`config.mk`:
```
export PLATFORM = sky130hd
export DESIGN_NAME = pipeline_stall_controller
export DESIGN_NICKNAME = d
export VERILOG_FILES = /design/src/rtl/pipeline_stall_controller.sv
export SDC_FILE = /design/constraint.sdc
export NUM_CORES = 1
export LEC_CHECK = 0
export CAP_MARGIN = 15
export CORE_UTILIZATION = 38
export DETAILED_ROUTE_END_ITERATION = 10
export PLACE_DENSITY = 0.81
export SLEW_MARGIN = 20
export SYNTH_ARGS = -nofsm -noshare
export SYNTH_HDL_FRONTEND = slang
export SYNTH_SLANG_ARGS = --single-unit
```
`constraint.sdc`:
```
create_clock -name Clk -period 4.45 [get_ports Clk]
set_clock_uncertainty 0.15 [all_clocks]
set_input_delay 0.6675 -clock Clk [delete_from_list [all_inputs] [get_ports Clk]]
set_output_delay 0.6675 -clock Clk [all_outputs]
set_load 0.05 [all_outputs]
```
`src/rtl/pipeline_stall_controller.sv`:
```
// pipeline_stall_controller
//   Hazard and stall control for a five-stage pipeline. It handles load-use
//   and branch-compare data hazards. It holds EX while a multi-cycle MUL runs,
//   and it squashes the wrong-path fetch on a taken redirect in ID.
//   Optional feature macro: HAZARD_FORWARDING_EN. When it is defined, EX/MEM
//   forwarding resolves ordinary RAW hazards. When it is undefined, any
//   producer still in EX or MEM stalls a consumer in ID.
module pipeline_stall_controller #(
    parameter int unsigned MUL_CYCLES = 3   // EX cycles per MUL, 1..15
) (
    input  logic       Clk,
    input  logic       Rst,
    input  logic [4:0] ID_rs,
    input  logic [4:0] ID_rt,
    input  logic       ID_UsesRs,
    input  logic       ID_UsesRt,
    input  logic       ID_CompareUse,
    input  logic       ID_Taken,
    input  logic       ID_Mul,
    input  logic [4:0] EX_Rd,
    input  logic       EX_RegWrite,
    input  logic       EX_MemRead,
    input  logic [4:0] MEM_Rd,
    input  logic       MEM_RegWrite,
    input  logic       MEM_MemRead,
    output logic       PC_Write,
    output logic       IFID_Write,
    output logic       IDEX_Write,
    output logic       IDEX_Bubble,
    output logic       EXMEM_Bubble,
    output logic       IFID_Flush,
    output logic       MulBusy
);

    typedef enum logic {
        RUN      = 1'b0,
        MUL_WAIT = 1'b1
    } state_t;

    // Cycles still spent in MUL_WAIT after the MUL is accepted from ID.
    localparam logic [3:0] MUL_CNT_INIT = 4'(MUL_CYCLES - 1);

    state_t     state_q, state_d;
    logic [3:0] mul_cnt_q, mul_cnt_d;
    logic       match_ex, match_mem;
    logic       data_stall;

    // RAW detection against the EX and MEM destinations; $0 is never a producer.
    always_comb begin
        match_ex  = EX_RegWrite && (EX_Rd != 5'd0) &&
                    ((ID_UsesRs && (EX_Rd == ID_rs)) || (ID_UsesRt && (EX_Rd == ID_rt)));
        match_mem = MEM_RegWrite && (MEM_Rd != 5'd0) &&
                    ((ID_UsesRs && (MEM_Rd == ID_rs)) || (ID_UsesRt && (MEM_Rd == ID_rt)));
    end

    // Stall decision: load-use, and branch compare operands that are not ready yet.
    always_comb begin
        data_stall = (EX_MemRead && match_ex) ||
                     (ID_CompareUse && match_ex) ||
                     (ID_CompareUse && MEM_MemRead && match_mem);
`ifndef HAZARD_FORWARDING_EN
        // No forwarding paths exist, so every in-flight producer must retire first.
        data_stall = data_stall || match_ex || match_mem;
`endif
    end

    // Output decode. Priority is reset, then MUL hold, then data stall, then redirect.
    always_comb begin
        // NOTE: every output gets a default before any branch so no path can infer a latch.
        PC_Write     = 1'b1;
        IFID_Write   = 1'b1;
        IDEX_Write   = 1'b1;
        IDEX_Bubble  = 1'b0;
        EXMEM_Bubble = 1'b0;
        IFID_Flush   = 1'b0;
        MulBusy      = 1'b0;
        if (Rst) begin
            PC_Write     = 1'b0;
            IFID_Write   = 1'b0;
            IDEX_Write   = 1'b0;
            IDEX_Bubble  = 1'b1;
            EXMEM_Bubble = 1'b1;
        end else if (state_q == MUL_WAIT) begin
            PC_Write     = 1'b0;
            IFID_Write   = 1'b0;
            IDEX_Write   = 1'b0;
            EXMEM_Bubble = 1'b1;
            MulBusy      = 1'b1;
        end else if (data_stall) begin
            PC_Write     = 1'b0;
            IFID_Write   = 1'b0;
            IDEX_Bubble  = 1'b1;
        end else begin
            IFID_Flush   = ID_Taken;
        end
    end

    // Next-state logic: accept a multi-cycle MUL, then count down its hold cycles.
    always_comb begin
        state_d   = state_q;
        mul_cnt_d = mul_cnt_q;
        case (state_q)
            RUN: begin
                if (ID_Mul && !data_stall && (MUL_CYCLES > 1)) begin
                    state_d   = MUL_WAIT;
                    mul_cnt_d = MUL_CNT_INIT;
                end
            end
            MUL_WAIT: begin
                mul_cnt_d = mul_cnt_q - 4'd1;
                if (mul_cnt_q <= 4'd1) begin
                    state_d = RUN;
                end
            end
            default: begin
                state_d   = RUN;
                mul_cnt_d = 4'd0;
            end
        endcase
    end

    // State register with asynchronous reset. Reset abandons any MUL in flight.
    always_ff @(posedge Clk or posedge Rst) begin
        if (Rst) begin
            // NOTE: sequential state uses non-blocking assignments so all flops update together.
            state_q   <= RUN;
            mul_cnt_q <= 4'd0;
        end else begin
            state_q   <= state_d;
            mul_cnt_q <= mul_cnt_d;
        end
    end

endmodule

```
After elaboration in Yosys (flattened, before gate mapping)
Cells that the tools add are included.
- eq/ne operators: 5
- magnitude comparators: 1
- reduce and logical (&&, ||, !) cells: 22
- $add $sub $neg: 1
- muxes and demuxes: 19
- bitwise operators: 1
- operators with widths (kind ; count):
    == test 5 bit ; 4
    2-to-1 mux 1 bit ; 16
    logical AND 1 bit ; 13
    nonzero test 5 bit ; 2
    one-hot mux 4 bit (2 select lines) ; 1
    logical OR 1 bit ; 6
    <= comparator 4 x 1 -> 1 bit (second input constant) ; 1
    2-to-1 mux 4 bit ; 1
    subtractor 4 x 1 -> 4 bit (second input constant) ; 1
    inequality test 2 bit (second input constant) ; 1
    one-hot mux 1 bit (2 select lines) ; 1
    logical NOT 1 bit ; 1
    inverter 1 bit ; 1
- bits in registers: 5
- output and inout port bits: 7

Longest topological paths before layout
- word-level depth: 13
- depth in mapped cells: 6
- gate-level depth less buffers: 5

Worst setup path before layout
OpenSTA, ideal clock, no wires.
- path type: in2out
- start: in EX_Rd[1]
- end: out PC_Write
- setup slack: 1223 ps
- stages on the path: 5
- arrival time: 2409 ps
- cells stage by stage: or4_1 > o21a_1 > a32oi_4 > and2_1 > buf_4
- cells in the longest elaborated chain, start to end: 12
- elaborated cells between the ends (all ways): 17
- classes of those cells: eq/ne: 2; mux: 3; reduce/logical: 12
- ends and longest elaborated chain (element ; line ; source):
    from (decl) ; 20 ; input logic [4:0] EX_Rd,
    == test 5 bit ; 51 ; ((ID_UsesRs && (EX_Rd == ID_rs)) || (ID_UsesRt && (EX_Rd == ID_rt)));
    logical AND 1 bit ; 51 ;
    logical OR 1 bit ; 51 ;
    logical AND 1 bit (*) ; 50 ; match_ex = EX_RegWrite && (EX_Rd != 5'd0) &&
    logical AND 1 bit, on equally long branches ; 58, 59 ;
    logical OR 1 bit ; 58 ; data_stall = (EX_MemRead && match_ex) ||
    logical OR 1 bit ; 59 ; (ID_CompareUse && match_ex) ||
    logical OR 1 bit (*) (2 in a row) ; 63 ; data_stall = data_stall || match_ex || match_mem;
    2-to-1 mux 1 bit (*) (3 in a row) ; n/a ;
    to (decl) ; 26 ; output logic PC_Write,
Every way passes the cells marked *; elsewhere a longest branch is shown, timed or not.

Final worst setup path
- start: in EX_Rd[1]
- end: out IFID_Write
- cells in the longest elaborated chain, start to end: 12
- elaborated cells between the ends (all ways): 17
- classes of those cells: eq/ne: 2; mux: 3; reduce/logical: 12
- ends and longest elaborated chain (element ; line ; source):
    == test 5 bit ; 51 ;
    logical AND 1 bit ; 51 ;
    logical OR 1 bit ; 51 ;
    logical AND 1 bit (*) ; 50 ;
    logical AND 1 bit, on equally long branches ; 58, 59 ;
    logical OR 1 bit ; 58 ;
    logical OR 1 bit ; 59 ;
    logical OR 1 bit (*) (2 in a row) ; 63 ;
    2-to-1 mux 1 bit (*) ; 89 ; end else if (data_stall) begin
    2-to-1 mux 1 bit (*) ; 83 ; end else if (state_q == MUL_WAIT) begin
    2-to-1 mux 1 bit (*) ; 77 ; if (Rst) begin
    to (decl) ; 27 ; output logic IFID_Write,
Marked as above.

==> impl_metrics.env <==
export IMPL_synth_cell_types=24
export IMPL_cts_buffers=3
export IMPL_stdcell_count=123
export IMPL_track_usage=0.214
export IMPL_rsz0062_at_grt="false"
export IMPL_p_per_area_nw_per_um2=380
export IMPL_netlist_area_um2=586
export IMPL_num_rows=13
export IMPL_yosysWarnings=0
export IMPL_grt_pass1_vias=605
export IMPL_worst_path_max_fanout=3
export IMPL_drt_iter0_drc=10
export IMPL_setup_viol=0
export IMPL_wl_mm=1.61
export IMPL_fillCellCount=121
export IMPL_worst_slack_ns=0.536
export IMPL_root_buffer="clkbuf_4"
export IMPL_ant_nets=0
export IMPL_synth_area_leaders="xnor2_1 31%, dfrtp_1 21%, a32oi_4 4.7%"
export IMPL_cts_setup_buffers=0
export IMPL_yosysMostFrequentCell="xnor2_1"
export IMPL_syn2layout_area_growth_pct=65.2
export IMPL_cp_data_arrival_time_ns=3.10
export IMPL_firstDrtPassIters=3
export IMPL_fin_util=0.708
export IMPL_peakVddDrop_v=0.000276
export IMPL_io_pins=38
export IMPL_leakagePower_nw=0.359
export IMPL_routedWlPerCell_um=13.1
export IMPL_min_path_type="flop to flop"
export IMPL_fp_dieH_um=41.3
export IMPL_clockBufferDepth=2
export IMPL_ctsHtreeMaxLevel=1
export IMPL_insertion_delay_ns=0.25
export IMPL_maxCapViolations=0
export IMPL_worst_setup_path_start_kind="primary input"
export IMPL_diodes=0
export IMPL_yosysTopAreaCellShare=0.314
export IMPL_fmax_ghz=0.256
export IMPL_syn_inst=71
export IMPL_synth_nets=104
export IMPL_coreArea_um2=1370
export IMPL_outcome="finished, final reports clean"
export IMPL_nets=142
export IMPL_crit_type="primary input to output pin"
export IMPL_syn_area_per_cell_um2=8.25
export IMPL_die_w_um=41.3
export IMPL_finalCritPeriodShare=0.879
export IMPL_hpwlAfterDp_mm=1.33
export IMPL_drv_slew=0
export IMPL_antenna_found_initial=0
export IMPL_synth_edf_count=0
export IMPL_start_util=0.429
export IMPL_cts_tree="yes"
export IMPL_clk_pin_slew_ns=0.04
export IMPL_grt_overflow=0
export IMPL_worstMarginPinSlew_ns=0.501
export IMPL_end_kind="output pin"
export IMPL_die_area_um2=1700
export IMPL_yosys_top_cells_count="21 x xnor2_1, 7 x nand2_1, 5 x dfrtp_1"
export IMPL_async_flop_share=1.00
export IMPL_finalHoldViolations=0
export IMPL_dp_cells=119
export IMPL_ys_ff_latch=5
export IMPL_yosysTopAreaCell="xnor2_1"
export IMPL_place_worst_setup_slack_ns=0.538
export IMPL_ctsResizeCount=0
export IMPL_grt_max_degree=11
export IMPL_portBuffers=34
export IMPL_drive_gt1_frac=0.0463
export IMPL_vias=629
export IMPL_max_slew_margin_rel=0.665
export IMPL_cts_sinks=5
export IMPL_via_per_inst=5.11
export IMPL_tns_ns=0
export IMPL_drc_errors=0
export IMPL_synth_main_ff_cell="dfrtp_1"
export IMPL_grt_pass1_wl_mm=2.37
export IMPL_ys_seq_area_frac=0.214
export IMPL_hold_buffers=0
export IMPL_globalplace_congestion=0.687
export IMPL_min_period_ns=3.91
export IMPL_worst_ep_required_time_ns=3.63
[cells by family (layout without fill, tap and decap cells)]
kind of cell / after synthesis / in the layout / synth area share
and+or+nand+nor: 23 / 23 / 0.197
adders and majority gates: 2 / 2 / 0.0427
buffers and inverters: 6 / 43 / 0.0449
AOI/OAI and AO/OA: 13 / 13 / 0.173
DFF: 5 / 5 / 0.214
xor gates and xnor gates: 22 / 22 / 0.329
[cell usage in the layout, fill, tap and decap left out]
master | netlist | routed
a21o_1 | 1 | 1
a21oi_1 | 3 | 3
a22o_1 | 1 | 1
a32oi_4 | 1 | 1
and2_1 | 1 | 1
and3_1 | 1 | 1
buf_4 | 1 | 1
clkbuf_1 | 1 | 1
clkbuf_4 | 0 | 3
clkdlybuf4s50_1 | 0 | 34
dfrtp_1 | 5 | 5
ha_1 | 2 | 2
inv_1 | 4 | 4
nand2_1 | 7 | 7
nand2b_1 | 1 | 1
nand4_1 | 4 | 4
nor2_1 | 4 | 4
nor2b_1 | 2 | 2
nor3_1 | 2 | 2
o21a_1 | 2 | 2
o21ai_0 | 1 | 1
o21ai_1 | 2 | 2
o22ai_1 | 2 | 2
or4_1 | 1 | 1
xnor2_1 | 21 | 21
xor2_1 | 1 | 1
[flip-flops by register name, indices dropped and copies added (netlist names)]
register   count
mul_cnt_q      4
state_q        1
[metrics by stage]
step           hold slack [ns]  area (µm²)  power [mW]
3_5_place_dp             0.423         941       0.315
6_report                 0.435         967       0.367
2_1_floorplan            0.303         586       0.240
5_1_grt                  0.485         967       0.398
4_1_cts                  0.434         967       0.369
3_3_place_gp             0.396         941       0.307
[power breakdown]
part           leakage (nW)  total, mW  switching (mW)  internal, mW
Combinational         0.284      0.222           0.119         0.103
Sequential           0.0598     0.0921          0.0250        0.0671
Clock                0.0150     0.0527          0.0188        0.0339
[worst max-delay path, cell delays in order]
cell and delay (ns):
clkdlybuf4s50_1 0.48, or4_1 0.55, o21a_1 0.21, a32oi_4 0.21, and2_1 0.17, clkdlybuf4s50_1 0.81
[cell type report]
type	instances	area [µm²]	area share
clock buffer	4	26.3	0.0272
inverter	4	15.0	0.0155
multi-input combinational	60	434	0.449
sequential	5	125	0.129
tap	15	18.8	0.0194
timing repair buffer	35	348	0.360
[layer usage]
metal	vias to the layer above	part of all wire	global-route usage	routed length (µm)
li1	314	-	-	-
met1	287	0.38	0.231	610
met2	26	0.49	0.406	788
met3	2	0.12	0.0435	189
met4	0	0.012	0.0726	19
met5	-	0	0	0
[worst paths after layout]
check                                  start  slack [ns]  cells after the start            to
worst max-delay path                EX_Rd[1]        0.54                      6    IFID_Write
worst min-delay path            mul_cnt_q[3]        0.43                      2  mul_cnt_q[3]
worst max register to register       state_q        3.12                      4  mul_cnt_q[3]
worst min register to register  mul_cnt_q[3]        0.43                      2  mul_cnt_q[3]
max in group asynchronous                Rst        3.42                      2  mul_cnt_q[3]
min in group asynchronous                Rst        0.54                      2  mul_cnt_q[0]
No activity file was read; power rests on OpenSTA's default activity.
